**config.mk**
```make
export PLATFORM = sky130hd
export DESIGN_NAME = instr_mem_loader
export DESIGN_NICKNAME = d
export VERILOG_FILES = /design/src/rtl/instr_mem_loader.sv
export SDC_FILE = /design/constraint.sdc
export NUM_CORES = 1
export LEC_CHECK = 0
export CAP_MARGIN = 25
export CORE_MARGIN = 1
export CORE_UTILIZATION = 30
export DETAILED_ROUTE_END_ITERATION = 16
export HOLD_SLACK_MARGIN = 0.03
export REMOVE_ABC_BUFFERS = 1
export SLEW_MARGIN = 10
export SYNTH_ARGS = -nofsm -noshare
export SYNTH_HDL_FRONTEND = slang
export SYNTH_SLANG_ARGS = --single-unit
```
**constraint.sdc**
```tcl
create_clock -name clk -period 2.61 [get_ports clk]
set_clock_uncertainty 0.15 [all_clocks]
set_input_delay 0.522 -clock clk [delete_from_list [all_inputs] [get_ports clk]]
set_output_delay 0.522 -clock clk [all_outputs]
set_load 0.01 [all_outputs]
```
**src/rtl/instr_mem_loader.sv**
```systemverilog
// instr_mem_loader
//   Writer side of the instruction-memory port. It receives a byte stream
//   framed as a 16-bit word count N (MSB first) followed by 4*N bytes. Each
//   group of 4 bytes becomes one big-endian word, written at word addresses
//   0, 1, ... N-1. The CPU is held at its reset vector until a load
//   finishes successfully.
//
// Ports
//   clk, rst_n              system clock, asynchronous active-low reset
//   start                   one-cycle pulse that begins a load from IDLE/DONE/ERR
//   in_valid, in_data       byte source
//   in_ready                loader accepts in_data this cycle
//   imem_we/addr/wdata      instruction memory write port (one pulse per word)
//   cpu_hold                hold the CPU PC at its reset vector
//   loaded                  last load succeeded (DONE)
//   err                     last frame's word count exceeded the memory depth (ERR)
//
// state   | meaning
// --------+----------------------------------------------------------
// IDLE    | after reset, waiting for start
// LEN_HI  | waiting for word-count byte 15:8
// LEN_LO  | waiting for word-count byte 7:0, then range check
// DATA    | collecting the 4 bytes of the current word
// WRITE   | one-cycle memory write of the assembled word
// DONE    | load complete, CPU released
// ERR     | word count too large, nothing written, CPU held
module instr_mem_loader #(
    parameter int ADDR_W           = 8,
    parameter bit HOLD_AFTER_RESET = 1'b1
) (
    input  logic              clk,
    input  logic              rst_n,
    input  logic              start,
    input  logic              in_valid,
    input  logic [7:0]        in_data,
    output logic              in_ready,
    output logic              imem_we,
    output logic [ADDR_W-1:0] imem_addr,
    output logic [31:0]       imem_wdata,
    output logic              cpu_hold,
    output logic              loaded,
    output logic              err
);

    localparam int unsigned DEPTH = 32'd1 << ADDR_W;

    typedef enum logic [2:0] {
        S_IDLE,
        S_LEN_HI,
        S_LEN_LO,
        S_DATA,
        S_WRITE,
        S_DONE,
        S_ERR
    } state_t;

    state_t state, state_nxt;

    logic        xfer;
    logic [7:0]  len_hi;
    logic [15:0] len;
    logic [15:0] len_full;
    logic [15:0] wr_cnt;
    logic [1:0]  byte_idx;
    logic [23:0] shift;
    logic        last_word;
    logic        len_too_big;

    assign xfer        = in_valid && in_ready;
    assign len_full    = {len_hi, in_data};
    assign len_too_big = {16'd0, len_full} > DEPTH;
    // wr_cnt counts words already written before the current WRITE cycle.
    assign last_word   = (wr_cnt + 16'd1) == len;

    // state register
    always_ff @(posedge clk or negedge rst_n) begin
        if (!rst_n) state <= S_IDLE;
        else        state <= state_nxt;
    end

    // next-state logic
    always_comb begin
        state_nxt = state;
        case (state)
            S_IDLE, S_DONE, S_ERR: if (start) state_nxt = S_LEN_HI;
            S_LEN_HI: if (xfer) state_nxt = S_LEN_LO;
            S_LEN_LO: begin
                if (xfer) begin
                    if (len_full == 16'd0) state_nxt = S_DONE;
                    else if (len_too_big)  state_nxt = S_ERR;
                    else                   state_nxt = S_DATA;
                end
            end
            S_DATA:  if (xfer && byte_idx == 2'd3) state_nxt = S_WRITE;
            S_WRITE: state_nxt = last_word ? S_DONE : S_DATA;
            default: state_nxt = S_IDLE;
        endcase
    end

    // outputs decoded from state
    always_comb begin
        in_ready = 1'b0;
        imem_we  = 1'b0;
        loaded   = 1'b0;
        err      = 1'b0;
        cpu_hold = 1'b1;
        case (state)
            S_IDLE:                   cpu_hold = HOLD_AFTER_RESET;
            S_LEN_HI, S_LEN_LO, S_DATA: in_ready = 1'b1;
            S_WRITE:                  imem_we  = 1'b1;
            S_DONE: begin
                loaded   = 1'b1;
                cpu_hold = 1'b0;
            end
            S_ERR:                    err      = 1'b1;
            default:                  cpu_hold = 1'b1;
        endcase
    end

    // datapath: length, byte assembly, address and word counters
    always_ff @(posedge clk or negedge rst_n) begin
        if (!rst_n) begin
            len_hi     <= 8'd0;
            len        <= 16'd0;
            wr_cnt     <= 16'd0;
            byte_idx   <= 2'd0;
            shift      <= 24'd0;
            imem_addr  <= '0;
            imem_wdata <= 32'd0;
        end else begin
            case (state)
                S_LEN_HI: if (xfer) len_hi <= in_data;
                S_LEN_LO: begin
                    if (xfer) begin
                        len <= len_full;
                        // address restarts only for a frame that will write;
                        // an empty or rejected frame leaves the last address
                        if (state_nxt == S_DATA) begin
                            byte_idx  <= 2'd0;
                            wr_cnt    <= 16'd0;
                            imem_addr <= '0;
                        end
                    end
                end
                S_DATA: begin
                    if (xfer) begin
                        byte_idx <= byte_idx + 2'd1;
                        shift    <= {shift[15:0], in_data};
                        if (byte_idx == 2'd3) imem_wdata <= {shift, in_data};
                    end
                end
                S_WRITE: begin
                    wr_cnt <= wr_cnt + 16'd1;
                    // no increment after the last word so N=DEPTH ends at DEPTH-1
                    if (!last_word) imem_addr <= imem_addr + 1'b1;
                end
                default: ;
            endcase
        end
    end

endmodule

```
======== Yosys cells after proc, flatten, opt, wreduce, memory -nomap -nowiden ========
Index checks and enable logic that the tools add are counted.
operators by class
  add/subtract/negate cells ............... 3
  $mul .................................... 0
  divide/modulo/power cells ............... 0
  order comparisons ....................... 1
  eq/ne operators ......................... 13
  shift operators ......................... 0
  mux-type cells .......................... 24
  bitwise operators ....................... 0
  reductions and logical operators ........ 15
operator list
  kind                     number
  $mux W16                 2
  $pmux W16 S2             1
  $mux W8                  3
  $mux W3                  7
  $add A16 B1 Y16 const B  1
  $eq A16 B16 Y1           1
  $gt A16 B9 Y1 const B    1
  $logic_not A16 Y1        1
  $pmux W8 S2              1
  $pmux W3 S5              1
  $eq A3 B2 Y1 const B     3
  $eq A3 B3 Y1 const B     3
  $add A8 B1 Y8 const B    1
  $ne A2 B2 Y1 const B     4
  $reduce_and A4 Y1        2
  $mux W2                  3
  $reduce_and A2 Y1        3
  $reduce_and A3 Y1        2
  $reduce_or A3 Y1         2
  $mux W1                  5
  $pmux W2 S2              1
  $reduce_bool A2 Y1       2
  $eq A3 B1 Y1 const B     1
  $logic_not A3 Y1         1
  3 further kinds          4
storage, ports and cells
  flip-flop bits (word level) ............. 109
  latch bits .............................. 0
  memory bits (writable) .................. 0
  memory bits (read-only) ................. 0
  input bits .............................. 12
  output and inout bits ................... 45
  word-level logic and storage cells ...... 64
  memories ................................ 0

======== Longest topological paths before layout ========
Gate-level depths: netlist (run 1).
  word-level depth ........................ 11
  gate-level depth with buffers ........... 11
  mapped depth without buffers ............ 9

======== Least setup slack after synthesis (run 1) ========
Ideal clock, no wire load.
  path kind ............................... register to register
  start point ............................. reg wr_cnt[0]
  end point ............................... reg imem_addr[6]
  arrival time ............................ 2.506 ns
  required time ........................... 2.336 ns
  setup slack ............................. -0.170 ns
  cell stages (with the launch flop) ...... 10
  clock period less this slack ............ 2.780 ns
  path through ............................ dfrtp_1 > ha_1 > xor2_1 > or4_4 > nor4_2 > and4_4 > a21oi_4 > buf_6 > nor3b_1 > a211o_1
on the way
  cells in the longest elaborated chain, start to end .. 7
  elaborated cells on any way between the ends .. 8
  those cells by class .................... add/sub: 1; eq/ne: 4; mux: 2; reduce/logical: 1
RTL lines
  element                               line  source
  start, declared                       63    logic [15:0] wr_cnt;
  start signal, assigned                153   wr_cnt <= wr_cnt + 16'd1;
  $add A16 B1 Y16 *                     73    assign last_word = (wr_cnt + 16'd1) == len;
  $eq A16 B16 Y1 *                      73
  $mux W3                               95    S_WRITE: state_nxt = last_word ? S_DONE : S_DATA;
  $pmux W3 S5                           84    case (state)
  $eq A3 B2 Y1                          138   if (state_nxt == S_DATA) begin
  $ne A2 B2 Y1 (no source line)         n/a
  $reduce_and A4 Y1 (no source line) *  n/a
  end signal, assigned                  155   if (!last_word) imem_addr <= imem_addr + 1'b1;
  end, declared                         38    output logic [ADDR_W-1:0] imem_addr,
Every way passes the cells marked *; elsewhere a longest branch is shown, timed or not.
A chain may end at the register's enable or synchronous reset.

======== Worst setup path after layout (run 1) ========
  start point ............................. reg len_hi[4]
  end point ............................... reg imem_addr[7]
on the way
  cells in the longest elaborated chain, start to end .. 8
  elaborated cells on any way between the ends .. 9
  those cells by class .................... order compare: 1; eq/ne: 2; mux: 4; reduce/logical: 2
RTL lines
  element                               line  source
  start, declared                       60    logic [7:0] len_hi;
  start signal, assigned                132   S_LEN_HI: if (xfer) len_hi <= in_data;
  $gt A16 B9 Y1                         71    assign len_too_big = {16'd0, len_full} > DEPTH;
  $mux W3                               90    else if (len_too_big) state_nxt = S_ERR;
  $mux W3 *                             89    if (len_full == 16'd0) state_nxt = S_DONE;
  $mux W3 *                             88    if (xfer) begin
  $pmux W3 S5 *                         84
  $eq A3 B2 Y1 *                        138
  $ne A2 B2 Y1 (no source line) *       n/a
  $reduce_and A4 Y1 (no source line) *  n/a
Marked as above.

==> results of run 1 <==
[how the worst max path moves through the flow]
stage	slack [ns]	start	cells after the start	to
final	-0.12	len_hi[4]	8	imem_addr[7]
after global routing	-0.20	len_hi[3]	8	imem_addr[7]
after CTS	-0.13	wr_cnt[0]	9	imem_addr[5]
after detailed placement	-0.79	in_data[5]	9	wr_cnt[6]
after global placement	-0.75	in_data[5]	8	wr_cnt[5]
after floorplan	-0.68	state[1]	6	wr_cnt[6]
[sequential cells by signal, indices dropped and copies added (netlist names)]
register / count
byte_idx: 2
state: 3
wr_cnt: 16
len_hi: 8
imem_wdata: 32
len: 16
shift: 24
imem_addr: 8
[layer usage]
metal / GRT usage (%) / part of all wire [%]
met4: 5.12 / 1.8
met3: 2.57 / 3.1
met1: 19.8 / 47
met5: 0 / 0
met2: 24.1 / 48
[power by group]
part	internal [uW]	leakage [uW]	switching [uW]
sequential	2250	0.00143	469
clock	691	0.000138	648
combinational	1300	0.00166	1200
total	4240	0.00323	2320
[final cells by class]
class	instances	area share, %
multi-input combinational	351	36.6
inverter	10	0.533
tap	225	4.00
timing repair buffer	127	15.9
sequential	109	38.8
clock inverter	6	0.746
clock buffer	10	3.39
[cells by family (layout without fill, tap and decap cells)]
family,Yosys count,count (layout),share of synthesized area (%)
xor+xnor,21,21,3.79
buf+inv,37,153,3.36
compound gates,69,71,9.03
fa+ha+maj,3,3,0.715
flops,109,109,51.9
mux,58,58,12.4
simple gates,198,198,18.8
[through the flow]
stage / hold slack (ns) / instance area [sq um] / power [uW] / TNS, ns
after floorplan: 0.0764 / 5110 / 3920 / -29.59
after global placement: 0.304 / 6460 / 4890 / -18.46
after detailed placement: 0.309 / 6460 / 4970 / -19.42
after CTS: 0.0341 / 6920 / 6510 / -1.09
after global routing: 0.0372 / 7040 / 6970 / -3.51
final: 0.0199 / 7040 / 6560 / -1.13
[Yosys cell counts (2+ instances only)]
cell                       instances
sky130_fd_sc_hd__buf_1             5
sky130_fd_sc_hd__nor3_1            9
sky130_fd_sc_hd__nand3_1          14
sky130_fd_sc_hd__buf_4             2
sky130_fd_sc_hd__xnor2_2           2
sky130_fd_sc_hd__a21oi_1           7
sky130_fd_sc_hd__and3_1            5
sky130_fd_sc_hd__or4_4             2
sky130_fd_sc_hd__buf_6             3
sky130_fd_sc_hd__o21ai_0          17
sky130_fd_sc_hd__and2_1            4
sky130_fd_sc_hd__nor2_1           22
sky130_fd_sc_hd__o41ai_1           3
sky130_fd_sc_hd__o211ai_1          2
sky130_fd_sc_hd__a21oi_2           2
sky130_fd_sc_hd__inv_1             9
sky130_fd_sc_hd__xnor2_1          11
sky130_fd_sc_hd__nor4_1            3
sky130_fd_sc_hd__nand2b_1          3
sky130_fd_sc_hd__nand4b_1          2
sky130_fd_sc_hd__nand4_1           3
sky130_fd_sc_hd__a221o_1           3
sky130_fd_sc_hd__nor2b_1           4
sky130_fd_sc_hd__o21a_1            3
sky130_fd_sc_hd__or4_1             4
sky130_fd_sc_hd__mux2_2           55
sky130_fd_sc_hd__nor3b_1           3
sky130_fd_sc_hd__ha_1              3
sky130_fd_sc_hd__o21ai_1          14
sky130_fd_sc_hd__buf_2             5
sky130_fd_sc_hd__and4_1            2
sky130_fd_sc_hd__o31ai_1           7
sky130_fd_sc_hd__nor4_2            4
sky130_fd_sc_hd__nand2_1         104
sky130_fd_sc_hd__dfrtp_1         109
sky130_fd_sc_hd__xor2_1            8
sky130_fd_sc_hd__mux2i_1           3
sky130_fd_sc_hd__clkbuf_1         11
[critical path: cells and delay by family (launching register included)]
kind,cells,cell delay [ns]
buffers and inverters,2,0.36
flip-flops,1,0.39
AO/OA/AOI/OAI,3,0.65
AND/OR/NAND/NOR,3,1.07
[what timing repair did]
action                                 CTS  global route
hold buffers                             0             0
buffers inserted                         4             3
cloned                                   2             0
setup endpoints to repair               29            29
endpoints found under the hold margin    0             0
gates resized for setup                 34            25
pin swaps                               27             9
[layout by cell type (no fill, tap or decap), drive strengths merged, types with 4 or more instances in the layout]
cell type	instances
nand3	15
and3	5
inv	14
nand2	104
o21ai	32
dlygate4sd2	8
buf	72
and2	4
xor2	8
nand4	5
nor4	7
clkdlybuf4s50	47
o31ai	7
mux2	55
clkbuf	10
or4	6
nor3	9
dfrtp	109
nor2	22
nor2b	4
xnor2	13
a21oi	12
==> results.md, run 1 <==
- The non-filler instance count after layout is 838.
- For this run, design rule violations remaining after detail routing come to 0.
- In the post-route analysis, the smallest setup slack over all paths is -0.119 ns.
- TritonCTS built the clock tree.
- The count of buffers added on input and output ports is 56.
- In this run the critical register-to-register path is launched from len_hi[4].
- The maximum clock frequency is 366 MHz.
- The run finished, with violations left.
- The H-tree generated during clock tree synthesis spans 3 levels.
- The first global-routing pass estimated 20.9 mm of wire.
- Measured in cells, the most critical reg-to-reg path has a length of 8.
- The number of synthesized flops with an enable pin is 0.
- The number of vias per cell after detailed routing is 4.86.
- The part of the cycle the worst path needs is 105%.
- The synthesized design devotes to its leading area cell type 51.9% of total area.
- The final-report hold violation count is 0.
- The slowest stage of the critical path is the sky130_fd_sc_hd__or4_4 cell.
- The number of ports placed on the die boundary is 57.
- In the synthesized netlist the dominant register cell turns out to be sky130_fd_sc_hd__dfrtp_1.
- The type of element capturing the critical path is a register.
- The later-pin clock latency in the skew report is 0.35 ns.
- The final critical delay including setup and external delays is 2.73 ns.
- The die outline area is 18000 sq um.
- The synthesized area is 5250 sq um.
- The setup check on the worst reg-to-reg path leaves a slack of -0.12 ns.
- Relative to the synthesized area, the layout overhead comes to 34.1%.
- Fill cells in the final layout number 1699.
- The placed instance count is 813.
- The initial antenna violation count is 0.
- After the last flow step, the layout net total stands at 623.
- Clock tree synthesis inserted a total of 9 buffers.
- The initial utilization of the core area, before any placement, comes to 30.6%.
- The number of search-and-repair iterations in the first detailed-routing pass is 4.
- The worst min-delay path class is in2async.
- The deepest clock path buffer count is 2.
- Routability-driven placement finished with a final weighted congestion of 0.860.
- At the worst endpoint, the required time is 2.69 ns.
- The final setup violation count is 22.
- The final count of pins violating max slew is 0.
- Across every metal layer, demand over resource in global routing totals 14.8%.
- Setup repair after global routing could not meet its margin everywhere.
- The worst-case IR drop observed on VDD is 0.000482 V.
- The wire length per cell after detailed routing is 15.3 um.
- STA classifies the critical path startpoint as a register.
- The routed via count is 4069.
- The number of different library cells used by synthesis comes to 61.
- The row count is 48.
- After synthesis, flip-flops and latches occupy 51.9% of the total area.
- Max-cap violations in this run came to 0.
- Dividing total power by cell area gives a power density of 931 nW/um^2.
- The maximum net fanout on the critical path is 5.
- The critical path goes through or4_4 > nor4_4 > buf_4 > or3b_4 > a221oi_4 > buf_6 > a21oi_4 > a221o_1.
- The repair_antennas step left the layout with diodes totalling 0.
- The sum of overflow across all layers after global routing is 0.
- Headroom to the max-slew limit came out at 60.9%.
- The area taken by flip-flops and latches is 2730 sq um.
- The share of async-settable or async-resettable flops after synthesis is 100%.
- The final reports fail on setup timing.
- Measured along the y axis, the die boundary spans 134 um.
- The area of the multi-input gates is 2580 sq um.
- CTS placed an instance of sky130_fd_sc_hd__clkbuf_16 at the clock tree root.
- Counting every sink on the clock net gives 109.
- Summed over all nets, the half-perimeter wirelength after detailed placement is 8.87 mm.
- The count of state elements after synthesis is 109.
- The transition at the pin with the smallest max-transition slack is 0.586 ns.
- The analysis attributes to cell leakage a power of 0.00323 uW.
- On the worst path, the slowest cell contributes a delay of 0.55 ns.
- Cells fill 41.0% of the core in the end.
- The share of final-layout standard cells stronger than drive strength 1 is 32.0%.
- Synthesis produced 495 cells.
- The number of DRC markers in iteration 0 is 216.
- The pin count of the biggest net entering global routing is 41.
- The endpoint identified for the worst register-to-register timing path is imem_addr[7].
- By startpoint and endpoint, the worst setup path is classified as reg2reg.
- The die is 134 um wide.
- In the post-synthesis netlist, the biggest area contributors are sky130_fd_sc_hd__dfrtp_1, sky130_fd_sc_hd__mux2_2, sky130_fd_sc_hd__nand2_1.
- OpenSTA, run right after detailed placement, puts the worst setup slack at -0.788 ns.
- The floorplan step defined a core boundary enclosing 17200 sq um.
- After synthesis, the mean cell area works out to 10.6 sq um.
- The number of global-route vias before repair was 4020.
- The critical path arrival is 2.81 ns.
- The number of antenna-violating nets in the routed design is 0.
- The leading area contributor after synthesis is sky130_fd_sc_hd__dfrtp_1.
- Yosys printed 0 warnings.
- Clock-pin slew was measured on the worst setup and hold paths at 0.08 ns.
- The total wire length is 12.9 mm.
Power figures use the tool's default switching activity.
==> inputs of run 2 (changes only) <==
CORE_MARGIN = 3   (was 1)
RECOVER_POWER = 50   (was not set)
TNS_END_PERCENT = 100   (was not set)
==> run 2 against run 1 <==
The run still ends with setup timing left. Power decreased by 0.57%. Count of clock-buffer cells in the layout shrank 1. Non-clock buffer count shrank 2. Utilization is 0.69 points higher. Sequential cell count stayed put. Via count is essentially flat. Routed wire length fell by 0.10%. Cell count shrank 0.95%.
==> results.md, run 2 (synthesized netlist as in run 1, its figures left out) <==
- The final critical delay including setup and external delays is 2.75 ns (+0.0184 ns).
- The die span in y is 138 um (+3.0%).
- The routed via count came to 4072 (+0.074%).
- The wire length per cell after detailed routing is 15.5 um (+0.86%).
- The number of search-and-repair iterations in the first detailed-routing pass is 5 (+1).
- The number of antenna-violating nets in the routed design is 0 (unchanged).
- The final-report hold violation count is 0 (unchanged).
- The number of CTS-inserted buffers is 9 (unchanged).
- The reg2reg setup slack came to -0.14 ns (-0.02 ns).
- The area growth from synthesis to final layout came to 34.0% (about the same).
- The sink count of the clock tree is 109 (unchanged).
- The initial antenna violation count is 0 (unchanged).
- The number of global-route vias before repair is 4014 (-0.15%).
- The first-pass GRT wire length is 21.1 mm (+1.1%).
- The number of vias per cell after detailed routing is 4.91 (+1.0%).
- The final-layout fill cell count is 1598 (-5.9%).
- The uppermost metal layer occupied by signal nets is met4.
- The largest registers in the layout are imem_wdata x32, shift x24.
- The HPWL after detailed placement is 8.87 mm (about the same).
- The deepest clock path buffer count is 2 (unchanged).
- The met3 wire length is 444 um (+12%).
- The number of ports placed on the die boundary is 57 (unchanged).
- The standby leakage power is 0.00323 uW (about the same).
- The worst vdd rail ir drop came to 0.000456 V (-5.3%).
- The critical path arrival is 2.83 ns (+0.02 ns).
- The worst setup path is launched from a register.
- The cell depth of the worst flop-to-flop path is 10 (+2).
- The run finished, with violations left.
- The total chip power is 6520 uW (-0.57%).
- For hold timing, the worst endpoint is shift[19].
- The global-route total usage across every layer is 13.3% (-1.5 points).
- The number of max-capacitance violations reported is 0 (unchanged).
- The routed metal-1 wire length was 6.02 mm (-0.56%).
- The pin count of the biggest net entering global routing is 44 (+7.3%).
- The TritonCTS clock tree is done.
- The worst setup path is captured at a register.
- The total DRC errors in the routed layout is 0 (unchanged).
- The maximum net fanout on the critical path is 7 (+2).
- The worst hold path belongs to the class reg2reg.
- The antenna diode count was 0 (unchanged).
- The clock transition at the register clock pins on the worst setup and hold paths after CTS was 0.07 ns (about the same).
- The power per cell area was 927 nW/um^2 (-0.48%).
- The share of final-layout standard cells stronger than drive strength 1 is 30.2% (-1.8 points).
- Counting flops per register, the top entry is imem_wdata.
- The checks that failed: setup timing.
- The number of buffers inserted by port buffering is 56 (unchanged).
- In the layout the commonest cells are sky130_fd_sc_hd__dfrtp_1, sky130_fd_sc_hd__nand2_1, sky130_fd_sc_hd__buf_4.
- The later-pin clock latency in the skew report is 0.35 ns (about the same).
- The worst flop-to-flop path startpoint is wr_cnt[1].
- The critical path is of the reg2reg type.
- The final-stage net count was 620 (-0.48%).
- The sum of overflow across all layers after global routing is 0 (unchanged).
- The number of flip-flops in the largest register came to 32 (unchanged).
- The final-layout setup total negative slack is -1.37 ns (-0.247 ns).
- The required time at the endpoint of the critical path came to 2.69 ns (about the same).
- The row count is 47 (-2.1%).
- The total wire length is 12.8 mm (-0.10%).
- The die outline area was 19100 sq um (+6.0%).
- The final critical-path setup slack is -0.138 ns (-0.0184 ns).
- The worst register-to-register path ends at imem_addr[5].
- The tightest slew margin relative to the limit is 6.79% (-54 points).
- The transition at the pin with the smallest max-transition slack is 1.40 ns (+0.812 ns).
- The final count of pins violating max slew is 0 (unchanged).
- Setup repair after global routing could not meet its margin everywhere.
- The non-filler instance count after layout is 830 (-0.95%).
- The number of levels the H-tree was split into is 3 (unchanged).
- The maximum clock frequency is 364 MHz (-0.67%).
- The most common cell after layout, fill and taps aside is sky130_fd_sc_hd__dfrtp_1.
- The total met2 wirelength after detailed routing came to 6.27 mm (+1.4%).
- The initial standard-cell utilization of the core is 31.1% (+0.54 points).
- The final setup violation count is 19 (-14%).
- The horizontal extent of the die is 138 um (+3.0%).
- The placed instance count is 806 (-0.86%).
- CTS placed an instance of sky130_fd_sc_hd__clkbuf_16 at the clock tree root.
- The area of the core region came to 16900 sq um (-1.7%).
- The worst hold path stage count is 2.
- The routability congestion estimate is 0.852 (-0.92%).
- The part of the cycle the worst path needs is 105% (+0.71 points).
- The worst hold path begins at shift[19].
- The number of DRC markers in iteration 0 is 298 (+38%).
[run 2: cell count changes in the layout (fill, tap and decap cells not counted), moves of 3 or more]
cell / previous run / this run
sky130_fd_sc_hd__buf_4: 66 / 56
sky130_fd_sc_hd__xnor2_1: 6 / 10
sky130_fd_sc_hd__xnor2_2: 6 / 2
sky130_fd_sc_hd__clkbuf_4: 0 / 3
sky130_fd_sc_hd__nand3_1: 11 / 8
[run 2: what timing repair did]
| action | in CTS | in global routing |
|---|---|---|
| pin swaps | 26 | 10 |
| buffers inserted | 5 | 0 |
| gates cloned | 1 | 1 |
| setup endpoints to repair | 28 | 28 |
| hold endpoints to repair | 23 | 0 |
| resized for setup | 37 | 22 |
| hold buffers | 1 | 0 |
[run 2: area by class of cell]
type,count,area (sq um),area share [%]
sequential,109,2730,38.8
inverter,10,37.5,0.533
tap,220,275,3.91
timing repair buffer,125,1120,15.9
clock inverter,7,71.3,1.01
multi-input combinational,350,2580,36.7
clock buffer,9,225,3.20
[run 2: per-stage QoR]
step                cell area (sq um)  utilization [%]  setup WS (ns)  hold WS [ns]
floorplan                        5110                -         -0.682        0.0764
CTS                              6920             41.0         -0.139         0.335
finish                           7040             41.7         -0.138         0.328
detailed placement               6450             38.2         -0.852         0.305
global route                     7040             41.7         -0.219         0.359
global placement                 6450             38.2         -0.775         0.298
[run 2: power breakdown]
part	total (uW)	leakage, uW	switching (uW)	internal [uW]
logic	2490	0.00166	1200	1290
registers	2700	0.00143	459	2240
clock network	1330	0.000142	660	671
total	6520	0.00323	2320	4200
[run 2: per-layer routing]
| metal | vias up | track usage [%] |
|---|---|---|
| li1 | 1944 | - |
| met1 | 2047 | 18.6 |
| met2 | 73 | 21.2 |
| met3 | 8 | 2.59 |
| met4 | 0 | 3.54 |
| met5 | - | 0 |
[run 2: worst max path at each step]
stage | slack, ns | from | depth (start not counted) | to
6_report | -0.14 | wr_cnt[1] | 10 | imem_addr[5]
5_1_grt | -0.22 | wr_cnt[0] | 10 | imem_addr[5]
4_1_cts | -0.14 | wr_cnt[1] | 10 | imem_addr[5]
3_5_place_dp | -0.85 | in_data[5] | 8 | wr_cnt[7]
3_3_place_gp | -0.78 | in_data[5] | 8 | wr_cnt[5]
2_1_floorplan | -0.68 | state[1] | 6 | wr_cnt[6]
[run 2: critical path: stages (launching register included)]
cell and delay, ns:
sky130_fd_sc_hd__dfrtp_1 0.42, sky130_fd_sc_hd__buf_6 0.15, sky130_fd_sc_hd__nand4_4 0.12, sky130_fd_sc_hd__or4_4 0.52
sky130_fd_sc_hd__xnor2_2 0.17, sky130_fd_sc_hd__nor4b_2 0.21, sky130_fd_sc_hd__and4_4 0.26, sky130_fd_sc_hd__a21oi_4 0.09
sky130_fd_sc_hd__buf_12 0.15, sky130_fd_sc_hd__and3b_1 0.15, sky130_fd_sc_hd__a221o_1 0.26
==> inputs of run 3 (changes only) <==
REMOVE_ABC_BUFFERS = not set   (was 1)
==> run 3 against run 2 <==
The flow still finishes with violations (setup timing). Count of clock-buffer cells in the layout grew 1. Power shrank 1.1%. Non-clock buffer count grew 2. Register-to-register slack is essentially flat. Die area is the same. Routed wire length grew 0.92%. Sequential share of layout area grew 0.31 points. Sequential power is essentially flat. Clock power shrank 3%. Critical endpoint is now imem_addr[7]. Largest cell class unchanged. Largest power group unchanged.
==> results.md, run 3 (synthesized netlist as in run 1, its figures left out) <==
- The initial standard-cell utilization of the core came to 31.1% (unchanged).
- The row count is 47 (unchanged).
- The TritonCTS clock tree is done.
- The met3 track demand over resource in global routing is 1.52% (-1.1 points).
- The number of vias per cell after detailed routing is 4.86 (-0.95%).
- The worst vdd rail ir drop came to 0.000473 V (+3.7%).
- The area of the multi-input gates is 2560 sq um (-0.73%).
- The first-pass GRT wire length is 20.7 mm (-2.0%).
- The area taken by flip-flops and latches came to 2730 sq um (+0.14%).
- The library cell used most frequently in the layout, excluding fill and tap cells, is sky130_fd_sc_hd__dfrtp_1.
- The global-route total usage across every layer is 13.1% (-0.20 points).
- The worst setup path is launched from a register.
- The routability congestion estimate is 0.885 (+3.9%).
- The clock transition at the register clock pins on the worst setup and hold paths after CTS is 0.08 ns (about the same).
- The number of DRC markers in iteration 0 is 259 (-13%).
- The number of buffers inserted by port buffering is 56 (unchanged).
- The required time at the endpoint of the critical path came to 2.68 ns (about the same).
- The area of placed instances is 6460 sq um (about the same).
- The maximum net fanout on the critical path is 5 (-2).
- The number of CTS-inserted buffers was 9 (unchanged).
- The reg2reg setup slack is -0.14 ns (about the same).
- The number of antenna-violating nets in the routed design is 0 (unchanged).
- The standby leakage power is 0.00323 uW (-0.16%).
- The final-report hold violation count is 0 (unchanged).
- In the layout the commonest cells are sky130_fd_sc_hd__dfrtp_1, sky130_fd_sc_hd__nand2_1, sky130_fd_sc_hd__buf_4.
- The number of levels the H-tree was split into is 3 (unchanged).
- The class of the most critical setup path is reg2reg.
- The total wire length is 13.0 mm (+0.92%).
- The later-pin clock latency in the skew report is 0.35 ns (about the same).
- The area of the core region was 16900 sq um (unchanged).
- The placement-stage worst setup slack is -0.711 ns (+0.140 ns).
- The number of global-route vias before repair is 4008 (-0.15%).
- The wire length per cell after detailed routing is 15.6 um (+0.80%).
- The worst min-delay path class is in2async.
- The pin count of the biggest net entering global routing is 47 (+6.8%).
- The maximum clock frequency is 364 MHz (about the same).
- The initial antenna violation count was 0 (unchanged).
- The tightest slew margin relative to the limit is 22.5% (+16 points).
- The antenna diode count is 0 (unchanged).
- The number of search-and-repair iterations in the first detailed-routing pass was 6 (+1).
- The global-route track usage on met2 is 21.3% (+0.051 points).
- The fraction of met1 tracks used by global routing was 18.0% (-0.64 points).
- The run finished, with violations left.
- The largest registers in the layout are imem_wdata x32, shift x24.
- The worst reg2reg path endpoint is imem_addr[7].
- The most critical setup path has its startpoint at len_hi[4].
- The final reports fail on setup timing.
- The final non-filler cell area is 6990 sq um (-0.66%).
- The worst flop-to-flop path startpoint is len_hi[4].
- The critical path arrival came to 2.82 ns (about the same).
- The deepest clock path buffer count came to 2 (unchanged).
- The horizontal extent of the die is 138 um (unchanged).
- The peak-usage layer in the global routing report is met2.
- The routed via count is 4038 (-0.83%).
- The sum of overflow across all layers after global routing is 0 (unchanged).
- The HPWL after detailed placement is 9.05 mm (+2.0%).
- The final-stage net count is 622 (+0.32%).
- The final critical delay including setup and external delays is 2.75 ns (-0.00132 ns).
- The final critical-path setup slack is -0.136 ns (+0.00132 ns).
- The sink count of the clock tree is 109 (unchanged).
- The final-layout fill cell count is 1596 (-0.13%).
- The cell depth of the worst flop-to-flop path is 8 (-2).
- More flip-flops sit in one register than any other, and that register is imem_wdata.
- Setup repair after global routing could not meet its margin everywhere.
- The number of ports placed on the die boundary is 57 (unchanged).
- The share of final-layout standard cells stronger than drive strength 1 is 31.6% (+1.4 points).
- The number of flip-flops in the largest register is 32 (unchanged).
- The die outline area is 19100 sq um (unchanged).
- The power per cell area is 922 nW/um^2 (-0.45%).
- The final count of pins violating max slew is 0 (unchanged).
- The transition at the pin with the smallest max-transition slack is 1.16 ns (-0.236 ns).
- The worst setup path is captured at a register.
- The final setup violation count was 22 (+3).
- Compared with the post-synthesis result, the final layout area differs by 33.1%.
- The part of the cycle the worst path needs is 105% (about the same).
- Counting every net in the synthesized netlist gives 510.
- The total DRC errors in the routed layout came to 0 (unchanged).
- The number of max-capacitance violations reported is 0 (unchanged).
- The tree is rooted in a sky130_fd_sc_hd__clkbuf_16.
- The die span in y is 138 um (unchanged).
- The quantity of hold-fixing buffers added after cts was 0 (-1).
- The final standard cell utilization of the core is 41.4% (-0.27 points).
-- run 3: cell count changes in the layout (fill, tap and decap cells not counted), sizes merged --
| cell | before | now |
|---|---|---|
| clkdlybuf4s50 | 46 | 47 |
| buf | 62 | 69 |
| dlygate4sd3 | 2 | 0 |
| clkinv | 4 | 1 |
| inv | 12 | 13 |
| clkdlybuf4s15 | 1 | 3 |
| clkbuf | 16 | 13 |
| dlygate4sd2 | 7 | 5 |
-- run 3: critical path, stage by stage (launching register included) --
cell	delay, ns
sky130_fd_sc_hd__dfrtp_1	0.39
sky130_fd_sc_hd__or4_4	0.55
sky130_fd_sc_hd__nor4_4	0.14
sky130_fd_sc_hd__buf_4	0.16
sky130_fd_sc_hd__or3b_4	0.38
sky130_fd_sc_hd__a221oi_4	0.26
sky130_fd_sc_hd__buf_6	0.17
sky130_fd_sc_hd__a21oi_4	0.08
sky130_fd_sc_hd__a221o_1	0.36
-- run 3: layer usage --
metal	vias up	share of wire (%)
li1	1949	-
met1	2018	47
met2	62	49
met3	9	2.6
met4	0	1.4
met5	-	0
-- run 3: stage by stage --
step / power [uW] / std cells / setup TNS (ns) / hold slack [ns]
global route: 6840 / 831 / -5.92 / 0.321
floorplan: 4010 / 495 / -0.383 / 0.0764
global placement: 4860 / 803 / -17.29 / 0.310
CTS: 6340 / 824 / -1.31 / 0.0431
detailed placement: 4950 / 803 / -17.58 / 0.314
finish: 6450 / 831 / -2.08 / 0.235
-- run 3: how the worst max path moves through the flow --
stage / to / slack [ns] / cells past startpoint
6_report: imem_addr[7] / -0.14 / 8
5_1_grt: imem_addr[4] / -0.25 / 10
4_1_cts: imem_addr[7] / -0.12 / 8
3_5_place_dp: wr_cnt[9] / -0.71 / 8
3_3_place_gp: wr_cnt[8] / -0.69 / 8
2_1_floorplan: wr_cnt[6] / -0.04 / 8
-- run 3: area by class of cell --
type / count / share of cell area [%]
Clock inverter: 5 / 0.591
Timing Repair Buffer: 127 / 15.9
Tap cell: 220 / 3.94
Multi-Input combinational cell: 350 / 36.7
Inverter: 10 / 0.537
Clock buffer: 10 / 3.28
Sequential cell: 109 / 39.1
-- run 3: timing repair --
action                                  4_1_cts  5_1_grt
cloned                                        1        0
resized for setup                            26       33
endpoints found under the setup margin       27       28
setup buffers                                 5        7
pin swaps                                    13        9
-- run 3: report_power, final --
part	switching, uW	leakage (uW)	internal [uW]
Combinational	1160	0.00167	1270
Sequential	479	0.00143	2250
Clock	634	0.000131	656
